File: src/rtl/mio_pkg.sv
// Shared types and constants for the memory/IO responder and its address decoder.
package mio_pkg;

    // Top nibble of a byte address that selects the IO window.
    localparam logic [3:0] IO_BASE_NIBBLE = 4'hF;

    typedef enum logic [1:0] {
        IDLE,
        ACCESS,
        WAIT,
        RESP
    } state_t;

    typedef enum logic [1:0] {
        RAM,
        IO,
        NONE
    } tgt_t;

endpackage

File: src/rtl/mio_bus_if.sv
// CPU-side memory bus: request strobe, direction, address/data and completion.
// Optional MIO_BUS_ERR_EN adds the bus_err completion flag.
interface mio_bus_if;
    logic        CPU_MIO;
    logic        mem_w;
    logic [31:0] addr;
    logic [31:0] data_in;
    logic [31:0] data_out;
    logic        MIO_ready;
`ifdef MIO_BUS_ERR_EN
    logic        bus_err;

    modport master (output CPU_MIO, mem_w, addr, data_in,
                    input  data_out, MIO_ready, bus_err);
    modport slave  (input  CPU_MIO, mem_w, addr, data_in,
                    output data_out, MIO_ready, bus_err);
`else
    modport master (output CPU_MIO, mem_w, addr, data_in,
                    input  data_out, MIO_ready);
    modport slave  (input  CPU_MIO, mem_w, addr, data_in,
                    output data_out, MIO_ready);
`endif
endinterface

File: src/rtl/mio_addr_decode.sv
// Combinational byte-address decoder: target select plus RAM/IO word addresses.
// With MIO_BUS_ERR_EN, non-IO addresses above the RAM window decode to NONE;
// otherwise they alias into RAM through truncation.
module mio_addr_decode
    import mio_pkg::*;
#(
    parameter int RAM_AW = 10,
    parameter int IO_AW  = 4
) (
    input  logic [31:0]       addr,
    output tgt_t              sel,
    output logic [RAM_AW-1:0] ram_addr,
    output logic [IO_AW-1:0]  io_addr
);

    // Byte-lane bits and (in the default build) the truncated upper bits are
    // deliberately ignored.
    logic unused_addr;

    assign ram_addr    = addr[RAM_AW+1:2];
    assign io_addr     = addr[IO_AW+1:2];
    assign unused_addr = ^addr;

    // Window select from the top nibble, then (optionally) the RAM range check.
    always_comb begin
        sel = RAM;
        if (addr[31:28] == IO_BASE_NIBBLE) begin
            sel = IO;
        end
`ifdef MIO_BUS_ERR_EN
        else if ((addr >> (RAM_AW + 2)) != 32'd0) begin
            sel = NONE;
        end
`endif
    end

endmodule

File: src/rtl/mio_responder.sv
// Memory/IO responder: target side of the CPU_MIO / mem_w / MIO_ready handshake.
// Optional feature macro: MIO_BUS_ERR_EN (unmapped-address detection, bus_err).
//
// state  | meaning
// -------+-----------------------------------------------------------
// IDLE   | waiting for CPU_MIO; request fields latched on acceptance
// ACCESS | one-cycle strobe to the selected RAM or IO port
// WAIT   | counting down the target's extra wait cycles
// RESP   | one-cycle MIO_ready pulse; read data already captured
module mio_responder
    import mio_pkg::*;
#(
    parameter int RAM_AW   = 10,
    parameter int IO_AW    = 4,
    parameter int RAM_WAIT = 0,
    parameter int IO_WAIT  = 1
) (
    input  logic              clk,
    input  logic              reset_n,
    mio_bus_if.slave          bus,
    output logic              ram_en,
    output logic              ram_we,
    output logic [RAM_AW-1:0] ram_addr,
    output logic [31:0]       ram_wdata,
    input  logic [31:0]       ram_rdata,
    output logic              io_en,
    output logic              io_we,
    output logic [IO_AW-1:0]  io_addr,
    output logic [31:0]       io_wdata,
    input  logic [31:0]       io_rdata
);

    localparam logic [3:0] RAM_WAIT_C = 4'(RAM_WAIT);
    localparam logic [3:0] IO_WAIT_C  = 4'(IO_WAIT);

    state_t            state_q, state_d;
    tgt_t              dec_sel, sel_q;
    logic [RAM_AW-1:0] dec_ram_addr, ram_addr_q;
    logic [IO_AW-1:0]  dec_io_addr, io_addr_q;
    logic [31:0]       wdata_q, data_q;
    logic [3:0]        cnt_q, wait_load;
    logic              we_q, accept, capture;

    mio_addr_decode #(
        .RAM_AW (RAM_AW),
        .IO_AW  (IO_AW)
    ) u_decode (
        .addr     (bus.addr),
        .sel      (dec_sel),
        .ram_addr (dec_ram_addr),
        .io_addr  (dec_io_addr)
    );

    assign accept  = (state_q == IDLE) && bus.CPU_MIO;
    // Read data is taken on the edge that enters RESP, whichever state precedes it.
    assign capture = (state_q != RESP) && (state_d == RESP) && !we_q;

    // Wait count for the decoded target; unmapped requests get no wait states.
    always_comb begin
        wait_load = 4'd0;
        case (dec_sel)
            RAM:     wait_load = RAM_WAIT_C;
            IO:      wait_load = IO_WAIT_C;
            default: wait_load = 4'd0;
        endcase
    end

    // State register.
    always_ff @(posedge clk or negedge reset_n) begin
        if (!reset_n) begin
            state_q <= IDLE;
        end else begin
            state_q <= state_d;
        end
    end

    // Next-state logic; CPU_MIO only matters in IDLE.
    always_comb begin
        state_d = state_q;
        case (state_q)
            IDLE:    if (bus.CPU_MIO) state_d = ACCESS;
            ACCESS:  state_d = (cnt_q != 4'd0) ? WAIT : RESP;
            WAIT:    if (cnt_q <= 4'd1) state_d = RESP;
            RESP:    state_d = IDLE;
            default: state_d = IDLE;
        endcase
    end

    // Request latches: only the values present in the accepting IDLE cycle are used.
    always_ff @(posedge clk or negedge reset_n) begin
        if (!reset_n) begin
            sel_q      <= RAM;
            we_q       <= 1'b0;
            ram_addr_q <= '0;
            io_addr_q  <= '0;
            wdata_q    <= '0;
        end else if (accept) begin
            sel_q      <= dec_sel;
            we_q       <= bus.mem_w;
            ram_addr_q <= dec_ram_addr;
            io_addr_q  <= dec_io_addr;
            wdata_q    <= bus.data_in;
        end
    end

    // Wait-state down-counter: loaded on acceptance, decremented while in WAIT.
    always_ff @(posedge clk or negedge reset_n) begin
        if (!reset_n) begin
            cnt_q <= 4'd0;
        end else if (accept) begin
            cnt_q <= wait_load;
        end else if (state_q == WAIT && cnt_q != 4'd0) begin
            cnt_q <= cnt_q - 4'd1;
        end
    end

    // Read-data register; writes leave it untouched, unmapped reads clear it.
    always_ff @(posedge clk or negedge reset_n) begin
        if (!reset_n) begin
            data_q <= 32'd0;
        end else if (capture) begin
            case (sel_q)
                RAM:     data_q <= ram_rdata;
                IO:      data_q <= io_rdata;
                default: data_q <= 32'd0;
            endcase
        end
    end

    assign ram_en    = (state_q == ACCESS) && (sel_q == RAM);
    assign ram_we    = ram_en && we_q;
    assign ram_addr  = ram_addr_q;
    assign ram_wdata = wdata_q;

    assign io_en     = (state_q == ACCESS) && (sel_q == IO);
    assign io_we     = io_en && we_q;
    assign io_addr   = io_addr_q;
    assign io_wdata  = wdata_q;

    assign bus.data_out  = data_q;
    assign bus.MIO_ready = (state_q == RESP);
`ifdef MIO_BUS_ERR_EN
    assign bus.bus_err   = (state_q == RESP) && (sel_q == NONE);
`endif

endmodule

File: src/flat_wrapper.sv
// flat-port wrapper written by rule: the top's interface ports become plain ports
module mio_responder_flat import mio_pkg::*;
#(
    parameter int RAM_AW   = 10,
    parameter int IO_AW    = 4,
    parameter int RAM_WAIT = 0,
    parameter int IO_WAIT  = 1
)
  (clk, reset_n, ram_en, ram_we, ram_addr, ram_wdata, ram_rdata, io_en, io_we, io_addr, io_wdata, io_rdata, bus_CPU_MIO, bus_mem_w, bus_addr, bus_data_in, bus_data_out, bus_MIO_ready);
  mio_bus_if bus_i ();
  input  logic clk;
  input  logic reset_n;
  output logic ram_en;
  output logic ram_we;
  output logic [RAM_AW-1:0] ram_addr;
  output logic [31:0] ram_wdata;
  input  logic [31:0] ram_rdata;
  output logic io_en;
  output logic io_we;
  output logic [IO_AW-1:0] io_addr;
  output logic [31:0] io_wdata;
  input  logic [31:0] io_rdata;
  input wire logic [$bits(bus_i.CPU_MIO)-1:0] bus_CPU_MIO;
  input wire logic [$bits(bus_i.mem_w)-1:0] bus_mem_w;
  input wire logic [$bits(bus_i.addr)-1:0] bus_addr;
  input wire logic [$bits(bus_i.data_in)-1:0] bus_data_in;
  output wire logic [$bits(bus_i.data_out)-1:0] bus_data_out;
  output wire logic [$bits(bus_i.MIO_ready)-1:0] bus_MIO_ready;
  assign bus_i.CPU_MIO = bus_CPU_MIO;
  assign bus_i.mem_w = bus_mem_w;
  assign bus_i.addr = bus_addr;
  assign bus_i.data_in = bus_data_in;
  assign bus_data_out = bus_i.data_out;
  assign bus_MIO_ready = bus_i.MIO_ready;
  mio_responder #(.RAM_AW(RAM_AW), .IO_AW(IO_AW), .RAM_WAIT(RAM_WAIT), .IO_WAIT(IO_WAIT)) u_core (.clk(clk), .reset_n(reset_n), .bus(bus_i), .ram_en(ram_en), .ram_we(ram_we), .ram_addr(ram_addr), .ram_wdata(ram_wdata), .ram_rdata(ram_rdata), .io_en(io_en), .io_we(io_we), .io_addr(io_addr), .io_wdata(io_wdata), .io_rdata(io_rdata));
endmodule
File: config.mk
export PLATFORM = sky130hd
export DESIGN_NAME = mio_responder_flat
export DESIGN_NICKNAME = d
export VERILOG_FILES = /design/src/rtl/mio_pkg.sv /design/src/rtl/mio_bus_if.sv /design/src/rtl/mio_addr_decode.sv /design/src/rtl/mio_responder.sv /design/src/flat_wrapper.sv
export SDC_FILE = /design/constraint.sdc
export NUM_CORES = 1
export LEC_CHECK = 0
export CAP_MARGIN = 20
export CORE_MARGIN = 10
export CORE_UTILIZATION = 40
export DETAILED_ROUTE_END_ITERATION = 6
export HOLD_SLACK_MARGIN = 0.12
export PLACE_DENSITY_LB_ADDON = 0.05
export SLEW_MARGIN = 20
export SYNTH_ARGS = -nofsm -noshare
export SYNTH_HDL_FRONTEND = slang
export SYNTH_SLANG_ARGS = --single-unit
File: constraint.sdc
create_clock -name clk -period 5.2 [get_ports clk]
set_input_delay 0.52 -clock clk [delete_from_list [all_inputs] [get_ports clk]]
set_output_delay 0.52 -clock clk [all_outputs]
set_load 0.03 [all_outputs]
==> summary.txt <==
Clock tree
  – Worst skew pair latency: about 350 ps
  – CTS root buf: clkbuf_8
  – Clock sink total: between 80 and 90
  – H-tree depth: 3
  – TritonCTS clock tree: built
  – Hold buffer count at cts: 0
  – PostCTS Resize Cnt: 0
  – CTS max path bufs: 2
  – Post CTS Setup Buffer Count: 0
  – TritonCTS Buffers: 9
  – Clock transition at path regs: 80 ps

Routing
  – DR vias/cell: around 4.6
  – Post-route DRC: 0
  – Remaining antenna violation count: 0
  – TritonRoute pass-1 iters: 4
  – Routed wire length: between 10 and 15 mm
  – Detailed-route via count: ~2800
  – DR iter-0 viols: 68
  – Drt wl/cell: roughly 19 um

Timing
  – Tcrit/Tclk final: 0.533
  – F_max: roughly 360 MHz
  – Post-route minimum period: approximately 2800 ps
  – Final Hold Viols: 0
  – Slew @ Worst Pin: ~1000 ps
  – Rel. slew slack: 0.310
  – Final setup fails: 0
  – RSZ-0062 raised after global routing: false
  – Clock skew: 12.5 ps
  – Final slew viol count: 0
  – Setup slack after layout: 2430 ps
  – Post-Route Setup TNS: 0 ps

GRT
  – Largest net degree at the start of global routing: 83
  – Grt ovf: 0
  – Initial antenna violation count: 0
  – Global Route Usage Sum: 0.156
  – Number of global-route vias before repair: between 3000 and 4000
  – First-pass GRT wire length: 17.9 mm

Floorplan
  – Die height: between 100 and 150 um
  – Die ar.: ~0.014 mm2
  – Row count: 36
  – Total core area: slightly below 0.01 mm2
  – Initial Util: 0.411
  – DIE WIDTH: between 100 and 150 um
  – Num ports: between 200 and 250

Yosys
  – Async SR Flop Fraction: 1.00
  – Synth area leader: dfrtp_1
  – Mux cell area share after synthesis: 0.328
  – Top cell type's share of synthesized area: 0.510
  – Post-Synth Simple-Gate Area: 0.0202
  – Synth cell count leaders: dfrtp_1, mux2_2, buf_4
  – Synth area leaders: dfrtp_1, mux2_2, mux2_4
  – Yosys reg bits: 82
  – Synthesized instance count: 280
  – Seq/Total Area, Yosys: 0.510
  – Top-count cell post-synth: dfrtp_1
  – Post-synth net total: 420
  – Post-Syn Area: just over 0.004 mm2
  – Main combinational cell family by area after synthesis: multiplexers
  – Synth Area per Inst: 14.4 um2
  – Post-synth EDFFs: 0
  – Compound-Gate Fraction of Synth Area: 0.0212
  – Top_reg_cell synth: dfrtp_1
  – Post-Synth Adder-Cell Area: 0.0249
  – XOR/XNOR share of the synthesized area: 0.00653
  – Distinct cells, synth: 29
  – Yosys warnings: 0

Run status
  – Status: finished clean

Layout
  – Area of the multi-input gates: around 0.0016 mm2
  – Layout area overhead: 57.6%
  – Non-Filler Instances: a little over 600
  – Number of diodes: 0
  – Register area: about 0.002 mm2
  – Fin nets: between 600 and 700
  – Layout Utilization: 0.648
  – Fill cells: 780
  – Share of cells above drive strength 1: 0.270

Worst setup path
  – Required time of the critical path: 5430 ps
  – Worst path slowest cell: a211oi_4
  – Critical path, cell by cell: inv_1, ha_1, nand2_1, a211oi_4, buf_4, mux2_4
  – Critical path data arrival time: 3000 ps
  – Worst stage delay on the critical path: approximately 860 ps
  – Critical path type: flop to flop
  – Crit Path Max Fanout: 18
  – Startpoint Class: flop
  – R2r worst-path depth: 6
  – Setup crit end kind: flop
  – CP startpoint: u_core.state_q[0]$_DFF_PN0_
  – Worst R2R Start: u_core.state_q[0]$_DFF_PN0_

Pwr
  – Seq pwr share: 0.266
  – Clock share of power: 0.098
  – Int Pwr: ~2.6 mW
  – Max VDD drop: about 380 uV
  – Final Power: roughly 4.5 mW
  – Power Density: 713 mW/mm2
  – Pleak: around 2.6 nW
  – Power share of the combinational group: 0.636
  – Net Switching: between 1.5 and 2 mW
  – Sw Share: 0.432

Placed design
  – Port Buf Inserts: around 230
  – Inst Count DP: between 500 and 600
  – Detail Placement HPWL: ~9.0 mm
  – GPL Wtd Cong: 0.796
  – Dpl ws: 2190 ps

Hold path
  – Worst Hold Class: primary input to asynchronous set/reset pin

Flow run
  – Max Cap Viol: 0
routing by layer:
| metal | wire length, um | share of wire | vias to the layer above | global-route usage |
|---|---|---|---|---|
| li1 | - | - | 1316 | - |
| met1 | 4600 | 0.40 | 1358 | 0.178 |
| met2 | 5540 | 0.48 | 138 | 0.252 |
| met3 | 1380 | 0.12 | 8 | 0.0819 |
| met4 | 76 | 0.0066 | 0 | 0.0407 |
| met5 | 0 | 0 | - | 0 |
final cells by class:
cell class / instances / share of cell area
clock inverters: 5 / 0.00869
flip-flops and latches: 82 / 0.324
inverters: 4 / 0.00237
clock buffers: 11 / 0.0207
repair buffers: 230 / 0.363
well taps: 133 / 0.0263
multi-input cells: 146 / 0.255
logic make-up after synthesis:
family                   after synthesis
XOR/XNOR                               3
AO/OA/AOI/OAI                         11
adder cells (fa/ha/maj)                8
multiplexers                         107
AND/OR/NAND/NOR                       17
flip-flops                            82
buffers and inverters                 52
through the flow:
stage          hold slack [ps]  area, um2
5_1_grt                    256       6340
2_1_floorplan              224       4020
3_5_place_dp               492       6140
4_1_cts                    387       6330
6_report                   195       6340
3_3_place_gp               488       6140
power groups by stage:
stage          sequential [mW]  clock, mW  combinational, mW
2_1_floorplan             1.76          0               1.35
3_3_place_gp              1.19          0               2.88
3_5_place_dp              1.21          0               2.90
4_1_cts                   1.21      0.462               2.91
5_1_grt                   1.25      0.492               3.02
6_report                  1.20      0.445               2.87
registers in the layout, indices dropped and copies added (netlist names):
signal,flops
u_core.ram_addr,7
u_core.we_q,1
u_core.sel_q,1
u_core.bus.data_out,32
u_core.io_addr,3
u_core.cnt_q,4
u_core.io_wdata,32
u_core.state_q,2
final timing paths:
kind	slack [ps]	end
setup / recovery	2430	u_core.bus.data_out[14]$_DFFE_PN0P_
setup reg to reg	2430	u_core.bus.data_out[14]$_DFFE_PN0P_
max in group asynchronous	4460	u_core.we_q$_DFFE_PN0P_
min in group clk	510	u_core.bus.data_out[5]$_DFFE_PN0P_
hold / removal	200	u_core.bus.data_out[11]$_DFFE_PN0P_
hold reg to reg	510	u_core.bus.data_out[5]$_DFFE_PN0P_
cell usage in the layout (no fill, tap or decap), drive strengths merged, types with 2 or more instances in the layout:
cell type | netlist | final
clkbuf | 3 | 11
clkdlybuf4s50 | 0 | 227
inv | 4 | 4
ha | 8 | 8
a21oi | 3 | 3
xor2 | 2 | 2
buf | 45 | 3
mux2 | 107 | 107
clkinvlp | 0 | 2
dfrtp | 82 | 82
nor2 | 4 | 4
clkinv | 0 | 2
nand2 | 7 | 7
o21ai | 3 | 3
worst max-delay path: cells and delay by family, from the launching register on:
kind	cells	cell delay, ps
flip-flops	1	450
adder cells (fa/ha/maj)	1	320
buffers and inverters	2	590
multiplexers	1	340
AO/OA/AOI/OAI	1	860
AND/OR/NAND/NOR	1	90
Note: power is estimated with default switching activity, not from simulation.
==> patch (same flow settings) <==
`RAM_AW` is set to 10 in 3 places; all go to 9.
--- a/src/rtl/mio_addr_decode.sv
+++ b/src/rtl/mio_addr_decode.sv
@@ -4,7 +4,7 @@
 module mio_addr_decode
     import mio_pkg::*;
 #(
-    parameter int RAM_AW = 10,
+    parameter int RAM_AW = 9,
     parameter int IO_AW  = 4
 ) (
     input  logic [31:0]       addr,
--- a/src/rtl/mio_responder.sv
+++ b/src/rtl/mio_responder.sv
@@ -10,7 +10,7 @@
 module mio_responder
     import mio_pkg::*;
 #(
-    parameter int RAM_AW   = 10,
+    parameter int RAM_AW   = 9,
     parameter int IO_AW    = 4,
     parameter int RAM_WAIT = 0,
     parameter int IO_WAIT  = 1
--- a/src/flat_wrapper.sv
+++ b/src/flat_wrapper.sv
@@ -1,7 +1,7 @@
 // flat-port wrapper written by rule: the top's interface ports become plain ports
 module mio_responder_flat import mio_pkg::*;
 #(
-    parameter int RAM_AW   = 10,
+    parameter int RAM_AW   = 9,
     parameter int IO_AW    = 4,
     parameter int RAM_WAIT = 0,
     parameter int IO_WAIT  = 1
Interface: changed (resized ram_addr); port bits go from 247 to 246. No check against the original RTL was run, so the function may have changed too.
==> patch against the original RTL <==
- area after synthesis shrank 1.0%
- hold slack gained 0.017 ns
- power shrank 2.1%
- worst setup slack gained 0.31 ns
- sequential cell count shrank 1
- final area shrank 1.3%
- routed wire length shrank 0.63%
==> patch: results (changes against the original RTL) <==
YOSYS
------------------------------------------------------------------------------------------
Synthesized-area fraction occupied by xor and xnor cells ....................       0.660%   +0.0068 points
Share of synthesized cell area in full adder, half adder and majority cells .        2.51%   +0.026 points
Synthesized area per cell ...................................................     14.4 µm²   about the same
Cells taking the most area after synthesis .................................. sky130_fd_sc_hd__dfrtp_1, sky130_fd_sc_hd__mux2_2, sky130_fd_sc_hd__mux2_4, sky130_fd_sc_hd__buf_4, sky130_fd_sc_hd__ha_1
Commonest cells in the synthesized netlist .................................. sky130_fd_sc_hd__dfrtp_1, sky130_fd_sc_hd__mux2_2, sky130_fd_sc_hd__buf_4
Share of cell area taken by muxes after synthesis ...........................        32.8%   +0.057 points
Register area share after synthesis .........................................        50.9%   -0.099 points
Total nets after synthesis ..................................................          417   -0.71%
Complex-gate fraction of the synthesized area ...............................        2.14%   +0.022 points

PWR
------------------------------------------------------------------------------------------
Peak ir drop on the vdd network .............................................       455 µV   +20%
Static leakage ..............................................................      2.59 nW   -1.4%

GLOBAL ROUTE
------------------------------------------------------------------------------------------
Via count of the first global-routing pass ..................................         3156   -0.35%
Overall global routing resource usage .......................................        15.7%   +0.15 points
Largest net degree at the start of global routing ...........................           82   -1.2%
Wire length of the first global-routing pass ................................     18000 µm   +0.15%

CRITICAL PATH
------------------------------------------------------------------------------------------
RR Startpoint ............................................................... u_core.state_q[1]
Critical path peak fanout ...................................................            5   -13
Critical path start-end classification ...................................... flop to output port

PLACED DESIGN
------------------------------------------------------------------------------------------
Dpl hpwl ....................................................................      8890 µm   -1.3%
Gpl congestion ..............................................................        0.754   -5.3%
Placed insts ................................................................          591   -0.67%

OUTCOME
------------------------------------------------------------------------------------------
Outcome ..................................................................... finished, final reports clean

FINAL LAYOUT
------------------------------------------------------------------------------------------
# nets final ................................................................          610   -0.49%
Ratio of cells with drive above 1 in the final layout .......................        26.4%   -0.56 points

STA
------------------------------------------------------------------------------------------
Clk_skew ....................................................................   0.00531 ns   -0.00719 ns

## patch: cell types whose count changed after synthesis, sizes merged
cell   change
buf        -1
dfrtp      -1
mux2       -1
## patch: logic make-up after synthesis
kind of cell | Yosys count
multiplexers | 106
AO/OA/AOI/OAI | 11
AND/OR/NAND/NOR | 17
flip-flops | 81
XOR/XNOR | 3
adder cells (fa/ha/maj) | 8
buffers and inverters | 51
## patch: area by class of cell
class,instances,area [µm²]
clock buffers,13,139
clock inverters,1,5.00
fillers,772,3480
inverters,4,15.0
multi-input cells,145,1600
flip-flops and latches,81,2030
well taps,133,166
repair buffers,229,2300
## patch: critical path, cell delays in order (launching register included)
cell and delay [ns]:
sky130_fd_sc_hd__dfrtp_1 0.40, sky130_fd_sc_hd__inv_1 0.11, sky130_fd_sc_hd__ha_1 0.23, sky130_fd_sc_hd__and3_1 0.18, sky130_fd_sc_hd__clkdlybuf4s50_1 0.69
## patch: power breakdown
group / switching (mW) / total (mW) / leakage, nW / internal, mW
Combinational: 1.50 / 2.87 / 1.56 / 1.37
Sequential: 0.217 / 1.18 / 0.957 / 0.959
Clock: 0.206 / 0.375 / 0.0733 / 0.169
Total: 1.92 / 4.42 / 2.59 / 2.50
## patch: final timing paths
path,to,slack [ns],cells past startpoint
max,io_we,2.73,4
min,u_core.io_wdata[16],0.21,1
max reg2reg,u_core.bus.data_out[0],2.87,6
min reg2reg,u_core.ram_addr[4],0.51,1
max in group asynchronous,u_core.sel_q[0],4.47,1
min in group clk,u_core.ram_addr[4],0.51,1
## patch: metal layers
layer | share of wire, % | global-route usage, % | up-vias
li1 | - | - | 1302
met1 | 42 | 18.8 | 1337
met2 | 47 | 24.7 | 138
met3 | 10 | 7.31 | 7
met4 | 0.71 | 5.20 | 0
met5 | 0 | 0 | -
